==> src/rtl/isa_types.sv <==
// Shared ISA-level types and constants for the load/store path.
package isa_types;

    localparam int XLEN   = 32;
    localparam int NBYTES = XLEN / 8;

    typedef logic [4:0] rv_reg_t;

    // Access width. Loads and stores share one encoding.
    typedef enum logic [1:0] {
        WIDTH_BYTE = 2'd0,
        WIDTH_HALF = 2'd1,
        WIDTH_WORD = 2'd2
    } write_width_t;

    typedef enum logic [1:0] {
        LSU_IDLE,
        LSU_ISSUE,
        LSU_WAIT,
        LSU_RESP
    } lsu_state_t;

    // One memory-port request as launched from ISSUE.
    typedef struct packed {
        logic              we;
        logic [XLEN-1:0]   addr;
        logic [NBYTES-1:0] be;
        logic [XLEN-1:0]   wdata;
    } mem_req_t;

endpackage

==> src/rtl/mem_lane_align.sv <==
// Byte-lane alignment: byte enables, store replication, load extraction
// with sign/zero extension, and the misalignment flag. Purely combinational.
module mem_lane_align
    import isa_types::*;
#(
    parameter int XLEN   = 32,
    parameter int NBYTES = XLEN / 8,
    parameter int OFFW   = $clog2(NBYTES)
) (
    input  write_width_t      i_width,
    input  logic              i_unsigned,
    input  logic [OFFW-1:0]   i_off,
    input  logic [XLEN-1:0]   i_wdata,
    input  logic [XLEN-1:0]   i_rdata,
    output logic [NBYTES-1:0] o_be,
    output logic [XLEN-1:0]   o_wdata,
    output logic [XLEN-1:0]   o_rdata,
    output logic              o_misalign
);

    logic [XLEN-1:0] w_lane;
    logic            w_sext;

    // Shift the addressed byte down to bit 0 of the read word.
    assign w_lane = i_rdata >> {i_off, 3'b000};
    assign w_sext = ~i_unsigned;

    // Width-dependent lane steering and extension.
    always_comb begin
        o_be       = '0;
        o_wdata    = '0;
        o_rdata    = '0;
        o_misalign = 1'b0;
        case (i_width)
            WIDTH_BYTE: begin
                o_be    = NBYTES'(1) << i_off;
                o_wdata = {NBYTES{i_wdata[7:0]}};
                o_rdata = {{(XLEN-8){w_sext & w_lane[7]}}, w_lane[7:0]};
            end
            WIDTH_HALF: begin
                o_be       = NBYTES'(3) << i_off;
                o_wdata    = {(NBYTES/2){i_wdata[15:0]}};
                o_rdata    = {{(XLEN-16){w_sext & w_lane[15]}}, w_lane[15:0]};
                o_misalign = i_off[0];
            end
            WIDTH_WORD: begin
                o_be       = '1;
                o_wdata    = i_wdata;
                o_rdata    = w_lane;
                o_misalign = |i_off;
            end
            // Unused encoding: fault it rather than touch memory.
            default: o_misalign = 1'b1;
        endcase
    end

endmodule

==> src/rtl/mem_access_unit.sv <==
// Load/store unit: accepts one request from execute, runs the memory
// request/grant/response handshake and returns the result to writeback.
module mem_access_unit
    import isa_types::*;
#(
    parameter int XLEN   = 32,
    parameter int NBYTES = XLEN / 8
) (
    input  logic              clk,
    input  logic              reset,
    input  logic              req_valid,
    output logic              req_ready,
    input  logic              req_is_store,
    input  write_width_t      req_width,
    input  logic              req_unsigned,
    input  logic [XLEN-1:0]   req_addr,
    input  logic [XLEN-1:0]   req_wdata,
    input  rv_reg_t           req_rd,
    output logic              mem_req,
    input  logic              mem_gnt,
    output logic              mem_we,
    output logic [XLEN-1:0]   mem_addr,
    output logic [NBYTES-1:0] mem_be,
    output logic [XLEN-1:0]   mem_wdata,
    input  logic              mem_rvalid,
    input  logic [XLEN-1:0]   mem_rdata,
    output logic              resp_valid,
    input  logic              resp_ready,
    output rv_reg_t           resp_rd,
    output logic [XLEN-1:0]   resp_rdata,
    output logic              resp_fault
);

    localparam int OFFW = $clog2(NBYTES);

    lsu_state_t      r_state, w_next;
    logic            r_is_store;
    write_width_t    r_width;
    logic            r_unsigned;
    logic [OFFW-1:0] r_off;
    rv_reg_t         r_rd;
    mem_req_t        r_mem;
    logic [XLEN-1:0] r_rdata;
    logic            r_fault;

    write_width_t      w_al_width;
    logic              w_al_unsigned;
    logic [OFFW-1:0]   w_al_off;
    logic [NBYTES-1:0] w_be;
    logic [XLEN-1:0]   w_wlane;
    logic [XLEN-1:0]   w_rext;
    logic              w_misalign;
    logic              w_accept;
    logic              w_load_done;

    assign w_accept    = (r_state == LSU_IDLE) && req_valid;
    assign w_load_done = (r_state == LSU_WAIT) && mem_rvalid;

    // The aligner sees the live request in IDLE and the latched one afterwards.
    always_comb begin
        if (r_state == LSU_IDLE) begin
            w_al_width    = req_width;
            w_al_unsigned = req_unsigned;
            w_al_off      = req_addr[OFFW-1:0];
        end else begin
            w_al_width    = r_width;
            w_al_unsigned = r_unsigned;
            w_al_off      = r_off;
        end
    end

    mem_lane_align #(
        .XLEN   (XLEN),
        .NBYTES (NBYTES)
    ) u_align (
        .i_width    (w_al_width),
        .i_unsigned (w_al_unsigned),
        .i_off      (w_al_off),
        .i_wdata    (req_wdata),
        .i_rdata    (mem_rdata),
        .o_be       (w_be),
        .o_wdata    (w_wlane),
        .o_rdata    (w_rext),
        .o_misalign (w_misalign)
    );

    // State register; reset abandons any in-flight transaction.
    always_ff @(posedge clk or posedge reset) begin
        if (reset) r_state <= LSU_IDLE;
        else       r_state <= w_next;
    end

    // Request latch on accept, load result capture on response.
    always_ff @(posedge clk or posedge reset) begin
        if (reset) begin
            r_is_store <= 1'b0;
            r_width    <= WIDTH_BYTE;
            r_unsigned <= 1'b0;
            r_off      <= '0;
            r_rd       <= '0;
            r_mem      <= '0;
            r_rdata    <= '0;
            r_fault    <= 1'b0;
        end else if (w_accept) begin
            r_is_store  <= req_is_store;
            r_width     <= req_width;
            r_unsigned  <= req_unsigned;
            r_off       <= req_addr[OFFW-1:0];
            r_rd        <= req_rd;
            r_fault     <= w_misalign;
            r_rdata     <= '0;
            r_mem.we    <= req_is_store;
            r_mem.addr  <= {req_addr[XLEN-1:OFFW], {OFFW{1'b0}}};
            // Byte enables and write data only matter for stores.
            r_mem.be    <= req_is_store ? w_be : '0;
            r_mem.wdata <= req_is_store ? w_wlane : '0;
        end else if (w_load_done) begin
            r_rdata <= r_is_store ? '0 : w_rext;
        end
    end

    // Next-state and output decode; outputs are idle-zero outside their state.
    always_comb begin
        w_next     = r_state;
        req_ready  = 1'b0;
        mem_req    = 1'b0;
        mem_we     = 1'b0;
        mem_addr   = '0;
        mem_be     = '0;
        mem_wdata  = '0;
        resp_valid = 1'b0;
        resp_rd    = '0;
        resp_rdata = '0;
        resp_fault = 1'b0;
        case (r_state)
            LSU_IDLE: begin
                req_ready = 1'b1;
                if (req_valid) w_next = w_misalign ? LSU_RESP : LSU_ISSUE;
            end
            LSU_ISSUE: begin
                mem_req   = 1'b1;
                mem_we    = r_mem.we;
                mem_addr  = r_mem.addr;
                mem_be    = r_mem.be;
                mem_wdata = r_mem.wdata;
                if (mem_gnt) w_next = LSU_WAIT;
            end
            LSU_WAIT: begin
                if (mem_rvalid) w_next = LSU_RESP;
            end
            LSU_RESP: begin
                resp_valid = 1'b1;
                resp_rd    = r_is_store ? '0 : r_rd;
                resp_rdata = r_rdata;
                resp_fault = r_fault;
                if (resp_ready) w_next = LSU_IDLE;
            end
            default: w_next = LSU_IDLE;
        endcase
    end

endmodule
==> config.mk <==
export PLATFORM = sky130hd
export DESIGN_NAME = mem_access_unit
export DESIGN_NICKNAME = d
export VERILOG_FILES = /design/src/rtl/isa_types.sv /design/src/rtl/mem_lane_align.sv /design/src/rtl/mem_access_unit.sv
export SDC_FILE = /design/constraint.sdc
export NUM_CORES = 1
export LEC_CHECK = 0
export BUFFER_PORTS_ARGS = -buffer_cell sky130_fd_sc_hd__buf_2
export CAP_MARGIN = 10
export CORE_ASPECT_RATIO = 1.25
export CORE_MARGIN = 10
export CORE_UTILIZATION = 50
export CTS_BUF_LIST = sky130_fd_sc_hd__clkbuf_8
export DETAILED_ROUTE_END_ITERATION = 10
export GPL_TIMING_DRIVEN = 0
export PLACE_DENSITY = 0.8
export SYNTH_ARGS = -nofsm -noshare
export SYNTH_HDL_FRONTEND = slang
export SYNTH_SLANG_ARGS = --single-unit
==> constraint.sdc <==
create_clock -name clk -period 8.8 [get_ports clk]
set_clock_uncertainty 0.15 [all_clocks]
set_input_delay 1.32 -clock clk [delete_from_list [all_inputs] [get_ports clk]]
set_output_delay 1.32 -clock clk [all_outputs]
set_load 0.03 [all_outputs]
==> results.ini <==
[outcome]
outcome = complete, no violations

[power_and_ir_drop]
vdd_ir_drop_max_mv = 0.2154
p_total_mw = 2.744
seqPwrFrac_pct = 31.3
leakagePower_nw = 3.895
swShare_pct = 46.30
internal-power_mw = 1.474
p_comb_share_pct = 55.9
powerDensity_nw_per_um2 = 353.3
switchingPower_mw = 1.271
power_frac_clock_pct = 12.9

[place]
numPortBuffers = 218
placed_area_um2 = 7533
dp_hpwl_mm = 15.66
place_ws_ns = 5.383
place_congestion = 0.9189

[critical_path]
r2r-end = r_rdata[29]
cp.arrival_ns = 2.33
crit_start = r_state[1]
crit_fanout = 10
end_kind = output pin
critPathLaunchType = register
r2r_slack_ns = 6.14
r2r_start = r_state[0]
criticalPathCategory = register to output pin
ff2ff_path_depth = 9
cp.required_ns = 7.33

[global_routing]
antenna_found_initial = 1
busiest_layer = met2
overflow = 0
gr-usage-all-layers_pct = 22.23
grt_pass1_vias = 5806
grt_util_met1_pct = 25.84
met2_usage_pct = 37.70
grt_max_degree = 76
use_met3_pct = 7.215
grt_pass1_wl_mm = 30.64

[worst_hold_path]
holdPathStages = 2
min_from = r_mem[22]
hp-class = register to register
min_to = r_mem[22]

[clock_tree]
cts_root_buf = clkbuf_8
clkTransAtPathRegs_ns = 0.11
hold_buffers = 0
worstSkewPairLatency_ns = 0.38
post_cts_buffers = 0
cts_buffer_depth = 2
clock-sinks = 112
cts_buffers = 9
ctsHtreeMaxLevel = 3
cts.repair.resized = 0
cts_tree = built

[logic_synthesis]
ys_types = 46
syn_avg_cell_area_um2 = 9.629
synth_edf_count = 0
ys.warnings.count = 0
synth_ff_type = dfrtp_1
synthCells = 644
synthArstFlopShare_pct = 100.0
seq_area_frac_synth_pct = 45.20
synthesis.area_um2 = 6201
synth_seq_cells = 112

[detailed_routing]
routed-via-count = 5790
firstDrtPassIters = 5
wl_per_cell_um = 19.15
first_iter_violations = 486
drc = 0
wirelength_mm = 20.05
vias_per_cell = 5.530
drtAntennaViolNets = 0

[floorplan]
die_y_um = 144.5
rows = 45
ioPinCount = 221
die_x_um = 119.6
initial_utilization_pct = 50.99
coreArea_um2 = 12160
die_area_um2 = 17280

[cells_and_area]
final_cell_mix = 226 x buf_2, 112 x dfrtp_1, 107 x and2_1
synthToLayoutAreaGrowth_pct = 25.26
layout-drive-gt1-share_pct = 36.14
layout.nets = 990
final_common_cell = buf_2
stdcell_area_um2 = 7767

[timing]
period_share_pct = 43.17
post-route-min-period_ns = 3.799
worst_pin_slew_ns = 0.8205
grt_setup_unrepaired = no
hold_viol = 0
slew_headroom_pct = 45.30
final.setup.tns_ns = 0
fin_ws_ns = 5.001
slew_violations = 0
setup_violations = 0
max_freq_mhz = 263.3

[flow_run]
drv_cap = 0

logic make-up (layout without fill, tap and decap cells):
logic type | after synthesis | count (layout) | synth area share [%]
compound gates | 191 | 191 | 19.77
xor+xnor | 1 | 1 | 0.1413
fa+ha+maj | 4 | 4 | 0.8071
buf+inv | 55 | 290 | 4.258
flops | 112 | 112 | 45.20
mux | 57 | 57 | 10.67
other cells | 1 | 5 | 0.06047
simple gates | 223 | 223 | 19.09
synthesized netlist by cell type, drive strengths merged (3+ instances only):
library cell  number  area share (%)
o32ai              4            0.69
inv                8            0.48
clkbuf            29             1.8
o221ai             7            0.99
nor3               9            0.73
dfrtp            112              45
a22oi             18             2.3
nand2             78             4.7
nor3b              3            0.44
a22o              16             2.3
nor2b              8            0.81
a211oi             7            0.85
ha                 4            0.81
a21oi             75             6.1
o21ai             51             4.8
buf               18             2.0
a21boi             8            0.97
mux2i             13             2.6
mux2              44             8.1
nor2               7            0.42
and2             107              11
worst max path at each step:
stage / endpoint / cells after the start
floorplan: r_fault / 1
global placement: r_rdata[12] / 2
detailed placement: mem_addr[2] / 6
CTS: mem_addr[2] / 6
global route: mem_addr[3] / 6
finish: mem_addr[2] / 6
state kept, by name, summed over array words and instances (netlist names):
signal,count
r_mem,67
r_rdata,32
r_rd,5
r_off,2
r_state,2
r_width,2
r_fault,1
r_unsigned,1
metrics by stage:
stage	hold slack, ns	util, %	instances
floorplan	0.2916	-	645
global placement	0.3033	61.68	1027
detailed placement	0.3122	61.94	1028
CTS	0.3363	63.81	1044
global route	0.3564	63.83	1045
finish	0.3317	63.87	1047
power by group through the flow:
stage,clock network (mW),registers (mW),logic [mW]
floorplan,0,0.826,1.13
global placement,0,0.856,1.50
detailed placement,0,0.867,1.53
CTS,0.359,0.855,1.53
global route,0.379,0.882,1.67
finish,0.354,0.858,1.53
worst max-delay path: stages, from the launching register on:
cell	delay, ns
dfrtp_1	0.43
inv_1	0.09
ha_1	0.29
clkbuf_1	0.34
clkbuf_1	0.40
and2_1	0.20
buf_2	0.20
area by class of cell:
| class | count | area (um^2) |
|---|---|---|
| fill | 1065 | 4394 |
| multi-input combinational | 478 | 3138 |
| sequential | 112 | 2803 |
| timing repair buffer | 219 | 1119 |
| buffer | 47 | 234.0 |
| tap | 164 | 205.2 |
| clock buffer | 9 | 123.9 |
| clock inverter | 7 | 102.6 |
| inverter | 8 | 35.03 |
| antenna | 3 | 7.507 |
routing by layer:
layer  vias to the layer above  wire [um]
met4                         0        521
met5                         -          0
met3                        42       1999
met2                       279       9872
li1                       2710          -
met1                      2759       7655
(Power assumes the default switching activity.)
